--- src/rtl/bk_pkg.sv ---
// Shared types for the backup-RAM save streamer: FSM states, sector geometry and
// the cart-header RAM size to sector count mapping.
package bk_pkg;

    localparam int SECTOR_WORDS  = 256;
    localparam int SECTOR_ADDR_W = $clog2(SECTOR_WORDS);

    typedef enum logic [2:0] {
        ST_IDLE,
        ST_REQ,
        ST_ACK_WAIT,
        ST_XFER,
        ST_NEXT,
        ST_FINISH
    } bk_state_t;

    // Header code 0x149 -> number of 512-byte sectors holding the backup RAM.
    function automatic logic [8:0] ram_size_to_nsec(input logic [7:0] ram_size);
        case (ram_size)
            8'h01:   return 9'd4;
            8'h02:   return 9'd16;
            8'h03:   return 9'd64;
            8'h04:   return 9'd256;
            8'h05:   return 9'd128;
            default: return 9'd0;
        endcase
    endfunction

endpackage

--- src/rtl/bk_save_streamer_if.sv ---
// SD sector-write bundle between the save streamer (master) and hps_io (slave).
interface bk_save_streamer_if;
    import bk_pkg::*;

    logic [31:0]              sd_lba;
    logic                     sd_wr;
    logic                     sd_ack;
    logic [SECTOR_ADDR_W-1:0] sd_buff_addr;
    logic [15:0]              sd_buff_din;

    modport master (
        output sd_lba, sd_wr, sd_buff_din,
        input  sd_ack, sd_buff_addr
    );

    modport slave (
        input  sd_lba, sd_wr, sd_buff_din,
        output sd_ack, sd_buff_addr
    );

endinterface

--- src/rtl/bk_save_streamer.sv ---
// Streams cartridge backup RAM to the mounted save image one 512-byte sector at a time.
// Optional OSD-close autosave is compiled in when BK_AUTOSAVE_EN is defined.
module bk_save_streamer
    import bk_pkg::*;
#(
    parameter int          TIMEOUT_W = 24,
    parameter logic [31:0] LBA_BASE  = 32'd0
) (
    input  logic                   clk_sys,
    input  logic                   reset_n,
    input  logic                   save_req,
    input  logic                   osd_status,
    input  logic                   autosave_on,
    input  logic [7:0]             ram_size,
    input  logic                   ram_wr,
    input  logic                   img_mounted,
    input  logic                   img_readonly,
    bk_save_streamer_if.master     sd,
    output logic [15:0]            bram_addr,
    input  logic [15:0]            bram_q,
    output logic                   busy,
    output logic                   dirty,
    output logic                   done,
    output logic                   err
);

    localparam logic [TIMEOUT_W-1:0] CNT_MAX  = '1;
    localparam logic [TIMEOUT_W-1:0] CNT_LAST = {{(TIMEOUT_W-1){1'b1}}, 1'b0};

    bk_state_t            state_reg, state_next;
    logic [8:0]           sector_reg, sector_next;
    logic [TIMEOUT_W-1:0] cnt_reg, cnt_next;
    logic [31:0]          sd_lba_reg, sd_lba_next;
    logic                 sd_wr_reg, sd_wr_next;
    logic                 busy_reg, busy_next;
    logic                 dirty_reg, dirty_next;
    logic                 done_reg, done_next;
    logic                 err_reg, err_next;
    logic                 mounted_reg;

    logic [8:0]           nsec;
    logic [8:0]           sector_inc;
    logic                 savable;
    logic                 autosave_trig;
    logic                 start_req;

    assign nsec       = ram_size_to_nsec(ram_size);
    assign sector_inc = sector_reg + 9'd1;
    assign savable    = mounted_reg & ~img_readonly & (nsec != 9'd0);

`ifdef BK_AUTOSAVE_EN
    logic osd_prev_reg;

    always_ff @(posedge clk_sys) begin
        if (!reset_n) begin
            osd_prev_reg <= 1'b0;
        end else begin
            osd_prev_reg <= osd_status;
        end
    end

    // Closing the OSD (1->0) flushes pending writes when the option is on.
    assign autosave_trig = osd_prev_reg & ~osd_status & autosave_on & dirty_reg & savable;
`else
    logic unused_autosave;
    assign unused_autosave = &{1'b0, osd_status, autosave_on};
    assign autosave_trig   = 1'b0;
`endif

    assign start_req = save_req | autosave_trig;

    always_ff @(posedge clk_sys) begin
        if (!reset_n) begin
            state_reg   <= ST_IDLE;
            sector_reg  <= 9'd0;
            cnt_reg     <= '0;
            sd_lba_reg  <= 32'd0;
            sd_wr_reg   <= 1'b0;
            busy_reg    <= 1'b0;
            dirty_reg   <= 1'b0;
            done_reg    <= 1'b0;
            err_reg     <= 1'b0;
            mounted_reg <= 1'b0;
        end else begin
            state_reg   <= state_next;
            sector_reg  <= sector_next;
            cnt_reg     <= cnt_next;
            sd_lba_reg  <= sd_lba_next;
            sd_wr_reg   <= sd_wr_next;
            busy_reg    <= busy_next;
            dirty_reg   <= dirty_next;
            done_reg    <= done_next;
            err_reg     <= err_next;
            mounted_reg <= mounted_reg | img_mounted;
        end
    end

    always_comb begin
        state_next  = state_reg;
        sector_next = sector_reg;
        cnt_next    = cnt_reg;
        sd_lba_next = sd_lba_reg;
        sd_wr_next  = sd_wr_reg;
        busy_next   = busy_reg;
        dirty_next  = dirty_reg | ram_wr;
        done_next   = 1'b0;
        err_next    = 1'b0;

        case (state_reg)
            ST_IDLE: begin
                if (start_req) begin
                    if (savable) begin
                        state_next  = ST_REQ;
                        sector_next = 9'd0;
                        busy_next   = 1'b1;
                        dirty_next  = ram_wr;
                    end else begin
                        err_next = 1'b1;
                    end
                end
            end

            ST_REQ: begin
                sd_lba_next = LBA_BASE + {23'd0, sector_reg};
                sd_wr_next  = 1'b1;
                cnt_next    = '0;
                state_next  = ST_ACK_WAIT;
            end

            ST_ACK_WAIT: begin
                if (sd.sd_ack) begin
                    sd_wr_next = 1'b0;
                    state_next = ST_XFER;
                end else if (cnt_reg == CNT_LAST) begin
                    // Host never answered: give up and keep the image marked unsaved.
                    cnt_next   = CNT_MAX;
                    sd_wr_next = 1'b0;
                    err_next   = 1'b1;
                    busy_next  = 1'b0;
                    dirty_next = 1'b1;
                    state_next = ST_IDLE;
                end else begin
                    cnt_next = cnt_reg + 1'b1;
                end
            end

            ST_XFER: begin
                if (!sd.sd_ack) begin
                    state_next = ST_NEXT;
                end
            end

            ST_NEXT: begin
                sector_next = sector_inc;
                // >= also terminates cleanly if ram_size shrinks mid-save.
                state_next  = (sector_inc >= nsec) ? ST_FINISH : ST_REQ;
            end

            ST_FINISH: begin
                done_next  = 1'b1;
                busy_next  = 1'b0;
                state_next = ST_IDLE;
            end

            default: begin
                state_next = ST_IDLE;
            end
        endcase
    end

    // hps_io samples sd_buff_din one cycle after presenting sd_buff_addr, matching BRAM latency.
    assign bram_addr      = {sector_reg[7:0], sd.sd_buff_addr};
    assign sd.sd_buff_din = bram_q;
    assign sd.sd_lba      = sd_lba_reg;
    assign sd.sd_wr       = sd_wr_reg;
    assign busy           = busy_reg;
    assign dirty          = dirty_reg;
    assign done           = done_reg;
    assign err            = err_reg;

endmodule

--- src/flat_wrapper.sv ---
// flat-port wrapper written by rule: the top's interface ports become plain ports
module bk_save_streamer_flat import bk_pkg::*;
#(
    parameter int          TIMEOUT_W = 24,
    parameter logic [31:0] LBA_BASE  = 32'd0
)
  (clk_sys, reset_n, save_req, osd_status, autosave_on, ram_size, ram_wr, img_mounted, img_readonly, bram_addr, bram_q, busy, dirty, done, err, sd_sd_lba, sd_sd_wr, sd_sd_buff_din, sd_sd_ack, sd_sd_buff_addr);
  bk_save_streamer_if sd_i ();
  input  logic clk_sys;
  input  logic reset_n;
  input  logic save_req;
  input  logic osd_status;
  input  logic autosave_on;
  input  logic [7:0] ram_size;
  input  logic ram_wr;
  input  logic img_mounted;
  input  logic img_readonly;
  output logic [15:0] bram_addr;
  input  logic [15:0] bram_q;
  output logic busy;
  output logic dirty;
  output logic done;
  output logic err;
  output wire logic [$bits(sd_i.sd_lba)-1:0] sd_sd_lba;
  output wire logic [$bits(sd_i.sd_wr)-1:0] sd_sd_wr;
  output wire logic [$bits(sd_i.sd_buff_din)-1:0] sd_sd_buff_din;
  input wire logic [$bits(sd_i.sd_ack)-1:0] sd_sd_ack;
  input wire logic [$bits(sd_i.sd_buff_addr)-1:0] sd_sd_buff_addr;
  assign sd_sd_lba = sd_i.sd_lba;
  assign sd_sd_wr = sd_i.sd_wr;
  assign sd_sd_buff_din = sd_i.sd_buff_din;
  assign sd_i.sd_ack = sd_sd_ack;
  assign sd_i.sd_buff_addr = sd_sd_buff_addr;
  bk_save_streamer #(.TIMEOUT_W(TIMEOUT_W), .LBA_BASE(LBA_BASE)) u_core (.clk_sys(clk_sys), .reset_n(reset_n), .save_req(save_req), .osd_status(osd_status), .autosave_on(autosave_on), .ram_size(ram_size), .ram_wr(ram_wr), .img_mounted(img_mounted), .img_readonly(img_readonly), .sd(sd_i), .bram_addr(bram_addr), .bram_q(bram_q), .busy(busy), .dirty(dirty), .done(done), .err(err));
endmodule
--- config.mk ---
export PLATFORM = sky130hd
export DESIGN_NAME = bk_save_streamer_flat
export DESIGN_NICKNAME = d
export VERILOG_FILES = /design/src/rtl/bk_pkg.sv /design/src/rtl/bk_save_streamer_if.sv /design/src/rtl/bk_save_streamer.sv /design/src/flat_wrapper.sv
export SDC_FILE = /design/constraint.sdc
export NUM_CORES = 1
export LEC_CHECK = 0
export ABC_AREA = 1
export ABC_CLOCK_PERIOD_IN_PS = 5600
export BUFFER_PORTS_ARGS = -buffer_cell sky130_fd_sc_hd__buf_4
export CORE_MARGIN = 4
export CORE_UTILIZATION = 40
export DETAILED_ROUTE_END_ITERATION = 8
export HOLD_SLACK_MARGIN = 0.1
export PLACE_DENSITY = 0.65
export RECOVER_POWER = 50
export SLEW_MARGIN = 20
export SYNTH_ARGS = -nofsm -noshare
export SYNTH_HDL_FRONTEND = slang
export SYNTH_SLANG_ARGS = --single-unit
--- constraint.sdc ---
create_clock -name clk_sys -period 5.6 [get_ports clk_sys]
set_input_delay 0.84 -clock clk_sys [delete_from_list [all_inputs] [get_ports clk_sys]]
set_output_delay 0.84 -clock clk_sys [all_outputs]
set_load 0.01 [all_outputs]
Yosys cells after proc, flatten, opt, wreduce, memory -nomap -nowiden

Cells that the tools add are included.

Bits of input ports: 41
Output and inout port bits: 69
Register bits: 51
Word-level logic and storage cells: 77

$add $sub $neg: 2
Order comparisons: 1
Reduce and logical (&&, ||, !) cells: 10
Multiplexer cells: 32
Eq/ne operators: 17
Bitwise gates (word level): 5

Operators with widths:

| kind                  | count |
|---|---|
| $mux 24               | 2 |
| $pmux 24 s2           | 1 |
| $pmux 9 s5            | 1 |
| $add 24x1->24 const B | 1 |
| $eq 24x24->1 const B  | 1 |
| $mux 3                | 6 |
| $mux 9                | 2 |
| $pmux 9 s2            | 1 |
| $eq 8x2->1 const B    | 2 |
| $eq 8x3->1 const B    | 2 |
| $pmux 3 s5            | 1 |
| $mux 1                | 14 |
| $add 9x1->9 const B   | 1 |
| $ge 9x9->1            | 1 |
| $reduce_bool 9->1     | 1 |
| $eq 8x1->1 const B    | 1 |
| $eq 3x2->1 const B    | 2 |
| $eq 3x3->1 const B    | 2 |
| $ne 2x2->1 const B    | 3 |
| $pmux 1 s2            | 3 |
| $reduce_and 5->1      | 1 |
| $ne 2x1->1 const B    | 2 |
| $reduce_and 2->1      | 2 |
| $reduce_and 4->1      | 1 |
| other kinds (10)      | 13 |

Longest topological paths before layout

Gate-level depths: netlist of the first run.

Word-level depth: 7
Gate-level depth with buffers: 14

Least setup slack after synthesis of the first run

OpenSTA, ideal clock, no wires.

Path type: register to register
Start: register u_core.sector_reg[0]
End: register u_core.state_reg[2]
Setup time: 0.117 ns
Path slack: 3.528 ns
Arrival time: 1.955 ns
Cell stages (with the launch flop): 13
Buffers on the path: 0
Period minus slack after synthesis: 2.072 ns
Path through: dfxtp_1 -> ha_1 -> nand2_1 -> nor2_2 -> nand4_1 -> nor2_1 -> xor2_1 -> ha_1 -> a21o_1 -> a31oi_1 -> nand2_1 -> nand2_1 -> a21oi_1

Cells in the longest elaborated chain, start to end: 4

Ends and longest elaborated chain:

| what                   | RTL line                | source |
|---|---|---|
| start, declared        | bk_save_streamer.sv:31  | `logic [8:0] sector_reg, sector_next;` |
| start signal, assigned | bk_save_streamer.sv:86  | `sector_reg <= sector_next;` |
| $add 9x1->9            | bk_save_streamer.sv:48  | `assign sector_inc = sector_reg + 9'd1;` |
| $ge 9x9->1             | bk_save_streamer.sv:156 | `state_next = (sector_inc >= nsec) ? ST_FINISH : ST_REQ;` |
| $mux 3                 | bk_save_streamer.sv:156 |  |
| $pmux 3 s5             | bk_save_streamer.sv:109 | `case (state_reg)` |
| end signal, assigned   | bk_save_streamer.sv:85  | `state_reg <= state_next;` |
| end, declared          | bk_save_streamer.sv:30  | `bk_state_t state_reg, state_next;` |

Every way passes these cells.
A chain may end at the register's enable or synchronous reset.

Worst setup path after layout of the first run

Start: input sd_sd_ack
End: register u_core.cnt_reg[7]

Cells in the longest elaborated chain, start to end: 2

Ends and longest elaborated chain:

| what                       | RTL line               | source |
|---|---|---|
| start, declared            | flat_wrapper.sv:27     | `input wire logic [$bits(sd_i.sd_ack)-1:0] sd_sd_ack;` |
| $ne 2x2->1 (no line)       | -                      |  |
| $reduce_and 2->1 (no line) | -                      |  |
| end signal, assigned       | bk_save_streamer.sv:87 | `cnt_reg <= cnt_next;` |
| end, declared              | bk_save_streamer.sv:32 | `logic [TIMEOUT_W-1:0] cnt_reg, cnt_next;` |

Every way passes these cells.

==> metrics.csv, run 1 <==
stage,metric,value,unit
status,status,completed,
critical_path,CP dominant cell by count,nand2_1,
placed_design,Post-Place Cell Area,3510,um^2
power,Power per Cell Area,259,nW/um^2
die,core area,8380,um^2
job,maxcap violations,0,
timing,Slew @ Worst Pin,1.25,ns
route,Routed Antenna Nets,0,
route,via count of the routed design,3115,
clocking,clock root buffer master,clkbuf_8,
global_route,total grt overflow,0,
critical_path,CP max stage delay,0.75,ns
timing,Slew Limit Headroom,16.7,%
critical_path,CP Capture Type,flip-flop,
clocking,worst-skew pair later-pin latency,0.31,ns
clocking,CTS tree,yes,
yosys,mapped cell area,3510,um^2
critical_path,CP Class,primary input to flip-flop,
global_route,Total Routing Usage GR,15.2,%
power,total power,0.923,mW
timing,skew final,0.0163,ns
clocking,hold_buf cts,0,
route,DR vias/cell,4.94,
global_route,GR Util met1,19.4,%
layout,area grow syn2layout,1.28,%
critical_path,CP Cell Sequence,buf_4 -> nor3_4 -> inv_2 -> nand2_2 -> inv_4 -> nand2_1 -> nand2_1 -> o21ai_0 -> a21oi_1,
critical_path,CP Launch Type,primary input,
global_route,global-route wire length before repair,12900,um
global_route,met2 usage,26.5,%
placed_design,port bufs,36,
yosys,"Seq/Total Area, Yosys",29.0,%
timing,upper clock frequency limit,392,MHz
route,1st-pass router iterations,4,
route,final WL,7790,um
clocking,clk slew on worst S/H paths,0.10,ns
timing,Final min period,2.55,ns
power,Leak,1.44,nW
clocking,CTS sink count,51,
placed_design,Setup WS pre-CTS,2.75,ns
critical_path,Top delay family on crit path,simple AND/OR/NAND/NOR gates,
layout,Nets,574,
yosys,Yosys Warn Count,0,
yosys,Yosys reg bits,51,
yosys,Post-synth ARST share,0,%
route,routed len/inst,12.4,um
critical_path,Worst Path Buf+Inv,3,
yosys,Syn Inst Count,525,
critical_path,FF-to-FF Start,u_core.state_reg[2],
global_route,largest net degree at the start of global routing,38,
clocking,Num CTS Buffers,5,
global_route,routing usage on met3,3.03,%
placed_design,post-DP HPWL,5730,um
route,1st-iter DRT viols,173,
timing,Setup TNS Final,0,ns
layout,# diodes,0,
global_route,antenna violations before repair,0,
timing,# setup viols final,0,
global_route,vias in the first global route,2850,
clocking,post-CTS setup buffers,0,
yosys,Most used DFF post-synth,dfxtp_1,
clocking,H-tree levels,2,
die,die area,10400,um^2
timing,Fin. Hold Viols,0,
layout,filler instances,907,
hold_path,Hold Path Class,flip-flop to flip-flop,
die,Initial Util,41.9,%
yosys,Mean Syn Cell Area,6.69,um^2
placed_design,RePlAce Congestion,0.857,
critical_path,CP Max Fanout,21,
layout,share of cells above drive strength 1,11.4,%
timing,setup ws final,3.05,ns
die,I/O pins,110,
critical_path,Worst Path Arrival,2.69,ns
clocking,# resized after CTS,0,
critical_path,CP required,5.74,ns
yosys,"top cells by area, synth","dfxtp_1, nand2_1, buf_4, a21oi_1, inv_1",
power,VDD IR max,0.129,mV
die,Rows,33,
clocking,clk buf depth,2,
die,Die W,102,um
die,die height,102,um
critical_path,Worst path slowest cell,nor3_4,
yosys,top-area cell type share of the netlist area,29.0,%
layout,Largest register FFs,24,
hold_path,hold path startpoint,u_core.sd.sd_lba[2],
timing,crit share post-route,45.6,%
timing,Pins Over Slew Limit,0,
timing,RSZ-0062 raised after global routing,false,
yosys,top cell type by total area after synthesis,dfxtp_1,
layout,fin area,3560,um^2
yosys,Post-synth EDFFs,0,
global_route,GR peak layer,met2,
yosys,Synth cell types,40,
route,DRC,0,
critical_path,worst setup path startpoint,sd_sd_ack,
layout by cell type, fill, tap and decap left out, drive strengths merged:
master,instances
a31oi,7
o21ai,29
o211ai,1
o21bai,2
xor2,6
o22ai,1
nand3,32
bufinv,1
nor3b,1
nand3b,3
nand4,13
conb,23
a22oi,2
nor3,9
clkinv,2
nor2,47
nand2,127
a21o,1
a21oi,45
ha,9
buf,20
dfxtp,51
clkbuf,21
inv,66
xnor2,4
or2,2
path summary, 6_finish.rpt:
kind | end | slack [ns] | cells past startpoint
setup reg to reg | u_core.cnt_reg[7] | 3.17 | 10
setup / recovery | u_core.cnt_reg[7] | 3.05 | 9
hold reg to reg | u_core.sd.sd_lba[2] | 0.45 | 2
hold / removal | u_core.sd.sd_lba[2] | 0.45 | 2
power breakdown:
group / internal (mW) / switching (mW)
Sequential: 0.402 / 0.0293
Clock: 0.133 / 0.131
Combinational: 0.0686 / 0.159
Total: 0.604 / 0.319
Yosys cell counts (2+ instances only):
master         number
dfxtp_1            51
o21ai_0            27
nand3b_1            3
nand4_1            13
ha_1                9
xnor2_1             4
a21oi_1            45
or2_2               2
nand2_1           118
nand2_2             8
o21bai_1            2
a22oi_1             2
nor3_1              7
nand3_1            30
inv_1              58
buf_6               3
nor2_2              6
inv_2               7
buf_4              56
o21ai_1             2
dlygate4sd1_1       2
xor2_1              6
a31oi_1             6
nor2_1             40
clkbuf_1            3
worst min-delay path, cell delays in order (launching register included):
cell and delay (ns):
dfxtp_1 0.32, inv_1 0.05, a21oi_1 0.05
per-stage QoR:
| stage | hold slack (ns) | util (%) | cells |
|---|---|---|---|
| floorplan | 0.438 | - | 547 |
| global placement | 0.435 | 41.8 | 622 |
| finish | 0.454 | 42.5 | 630 |
| CTS | 0.460 | 43.2 | 630 |
| global route | 0.467 | 42.5 | 630 |
| detailed placement | 0.444 | 41.8 | 622 |
per-layer routing:
| layer | wire length, um | vias to the layer above | share of wire (%) |
|---|---|---|---|
| li1 | - | 1607 | - |
| met1 | 3520 | 1424 | 45 |
| met2 | 3830 | 73 | 49 |
| met3 | 364 | 11 | 4.7 |
| met4 | 71 | 0 | 0.91 |
| met5 | 0 | - | 0 |
layout make-up:
class                           instances  area [um^2]  area share (%)
Clock buffer                            5         68.8            1.93
Clock inverter                          3         43.8            1.23
Inverter                               66          250            7.03
Multi-Input combinational cell        364         1830            51.5
Sequential cell                        51         1020            28.7
Tap cell                              105          131            3.69
Timing Repair Buffer                   36          210            5.91
kinds of logic after synthesis:
family | share of synthesized area, %
xor gates and xnor gates | 2.49
DFF | 29.0
adders and majority gates | 3.20
other | 0.107
AOI/OAI and AO/OA | 13.6
buffers and inverters | 21.1
and+or+nand+nor | 30.5
Note: power is estimated with default switching activity, not from simulation.
==> run 2, diff against run 1 <==
--- a/config.mk
+++ b/config.mk
@@ -6,7 +6,7 @@
 export NUM_CORES = 1
 export LEC_CHECK = 0
 export ABC_AREA = 1
-export ABC_CLOCK_PERIOD_IN_PS = 5600
+export ABC_CLOCK_PERIOD_IN_PS = 2560
 export BUFFER_PORTS_ARGS = -buffer_cell sky130_fd_sc_hd__buf_4
 export CORE_MARGIN = 4
 export CORE_UTILIZATION = 40
==> constraint.sdc (replaced) <==
create_clock -name clk_sys -period 2.56 [get_ports clk_sys]
set_input_delay 0.384 -clock clk_sys [delete_from_list [all_inputs] [get_ports clk_sys]]
set_output_delay 0.384 -clock clk_sys [all_outputs]
set_load 0.01 [all_outputs]
==> run 2 against run 1 <==
Utilization grew 0.37 points; sequential share of layout area decreased by 0.25 points; register-to-register slack got worse by 2.9 ns; global-route usage grew 0.12 points; worst hold slack got worse by 0.17 ns; via count is essentially flat; highest routed layer unchanged.
==> metrics.csv, run 2 (synthesis gave the netlist of run 1 again) <==
stage,metric,value,unit
die,Die W,102,um
timing,RSZ-0062 raised after global routing,false,
placed_design,RePlAce Congestion,0.869,
critical_path,Worst R2R Path Depth,13,
power,Clk pwr share,27.7,%
layout,area grow syn2layout,2.17,%
power,sw frac,34.0,%
timing,Pins Over Slew Limit,0,
timing,# setup viols final,0,
power,Power per Cell Area,561,nW/um^2
hold_path,hold path startpoint,img_mounted,
timing,Slew @ Worst Pin,1.24,ns
die,die height,102,um
clocking,clk buf depth,2,
global_route,antenna violations before repair,0,
layout,area occupied by multi-input gates,1830,um^2
clocking,# resized after CTS,0,
route,top sig layer,met4,
global_route,total grt overflow,0,
clocking,clk slew on worst S/H paths,0.10,ns
clocking,H-tree levels,2,
clocking,CTS sink count,51,
critical_path,Worst Path Arrival,2.48,ns
route,Routed met2 length,3770,um
die,core area,8380,um^2
layout,# diodes,0,
die,I/O pins,110,
critical_path,R2R setup slack,0.29,ns
power,Seq pwr share,46.3,%
clocking,worst-skew pair later-pin latency,0.31,ns
die,die area,10400,um^2
global_route,Total Routing Usage GR,15.3,%
route,via count of the routed design,3118,
critical_path,CP Max Fanout,8,
timing,Final min period,2.27,ns
route,routed len/inst,12.3,um
placed_design,Setup WS pre-CTS,0.307,ns
timing,skew final,0.0126,ns
power,Sw Pwr,0.685,mW
route,final WL,7780,um
route,metal3 WL,371,um
hold_path,hold depth,3,
global_route,vias in the first global route,2837,
layout,share of cells above drive strength 1,11.9,%
critical_path,CP Launch Type,flip-flop,
timing,worst hold slack,0.283,ns
critical_path,reg2reg end,u_core.state_reg[2],
critical_path,CP Cell Sequence,ha_1 -> nand2_1 -> nor2_2 -> nand4_1 -> nor2_1 -> xor2_1 -> ha_1 -> nand2_1 -> o21bai_1 -> o21bai_1 -> nand2_1 -> nand2_1 -> a21oi_1,
placed_design,Placed Cells,627,
critical_path,CP max stage delay,0.48,ns
clocking,post-CTS setup buffers,0,
timing,upper clock frequency limit,440,MHz
job,maxcap violations,0,
timing,Slew Limit Headroom,17.0,%
hold_path,Hold Path Class,primary input to flip-flop,
clocking,clock root buffer master,clkbuf_8,
timing,setup ws final,0.289,ns
layout,Largest register FFs,24,
critical_path,Worst path slowest cell,dfxtp_1,
critical_path,CP Capture Type,flip-flop,
layout,filler instances,923,
critical_path,CP Class,flip-flop to flip-flop,
route,1st-pass router iterations,4,
status,status,completed,
die,Initial Util,41.9,%
route,DRC,0,
layout,Nets,579,
clocking,CTS tree,yes,
route,Metal-1 WL,3530,um
power,total power,2.02,mW
layout,"most common cell after layout, fill and taps aside",nand2_1,
placed_design,post-DP HPWL,5900,um
layout,most frequent cells in the layout,"nand2_1, inv_1, dfxtp_1",
route,Routed Antenna Nets,0,
global_route,largest net degree at the start of global routing,38,
route,1st-iter DRT viols,210,
layout,Layout Cells excl Fill,634,
clocking,hold_buf cts,0,
power,Leak,1.46,nW
timing,crit share post-route,88.7,%
critical_path,CP dominant cell by count,nand2_1,
clocking,Num CTS Buffers,5,
die,Rows,33,
critical_path,CP required,2.77,ns
placed_design,port bufs,36,
power,VDD IR max,0.250,mV
power,internal power,1.33,mW
power,Combinational Power Share,26.0,%
hold_path,Hold Path Sink,u_core.mounted_reg,
layout,Register Area,1020,um^2
timing,Fin. Hold Viols,0,
timing,Setup TNS Final,0,ns
global_route,global-route wire length before repair,12900,um
route,DR vias/cell,4.92,
critical_path,FF-to-FF Start,u_core.sector_reg[1],
run 2: cell count changes in the layout (fill, tap and decap cells not counted):
cell	previous run	this run
buf_4	20	25
clkinv_2	1	0
clkinv_4	1	0
clkinvlp_4	0	1
inv_1	59	60
inv_2	6	5
run 2: final cells by class:
cell class                      count  area share [%]
Clock buffer                        5            1.92
Sequential cell                    51            28.4
Timing Repair Buffer               41            6.90
Inverter                           66            6.97
Multi-Input combinational cell    364            51.1
Clock inverter                      2            1.05
Tap cell                          105            3.66
run 2: stage by stage:
stage | cell area (um^2) | utilization [%]
5_1_grt | 3590 | 42.8
2_1_floorplan | 3600 | -
3_5_place_dp | 3540 | 42.3
6_report | 3590 | 42.8
3_3_place_gp | 3540 | 42.3
4_1_cts | 3650 | 43.6
run 2: worst max-delay path by stage:
stage | startpoint | end | cells after the start | slack, ns
3_3_place_gp | u_core.sector_reg[1] | u_core.state_reg[2] | 12 | 0.35
2_1_floorplan | u_core.sector_reg[0] | u_core.state_reg[2] | 12 | 0.49
5_1_grt | u_core.sector_reg[1] | u_core.state_reg[2] | 13 | 0.01
3_5_place_dp | u_core.sector_reg[1] | u_core.state_reg[2] | 13 | 0.31
6_report | u_core.sector_reg[1] | u_core.state_reg[2] | 13 | 0.29
4_1_cts | u_core.sector_reg[1] | u_core.state_reg[2] | 13 | 0.29
run 2: routing by layer:
metal  GRT usage (%)  vias to the layer above
met4            4.70                        0
met5               0                        -
met3            2.75                       13
met2            25.8                       82
met1            19.9                     1400
li1                -                     1623
run 2: power by group through the flow:
stage,registers (mW),logic [mW],clock network [mW]
after global routing,0.946,0.604,0.604
final,0.933,0.524,0.559
after detailed placement,0.955,0.583,0
after floorplan,0.984,0.402,0
after CTS,0.936,0.585,0.576
after global placement,0.950,0.577,0
run 2: critical path: cells and delay by family (launching register included):
family / cells / cell delay [ns]
AND/OR/NAND/NOR: 7 / 0.70
adder cells (fa/ha/maj): 2 / 0.51
flip-flops: 1 / 0.48
AO/OA/AOI/OAI: 3 / 0.28
XOR/XNOR: 1 / 0.21
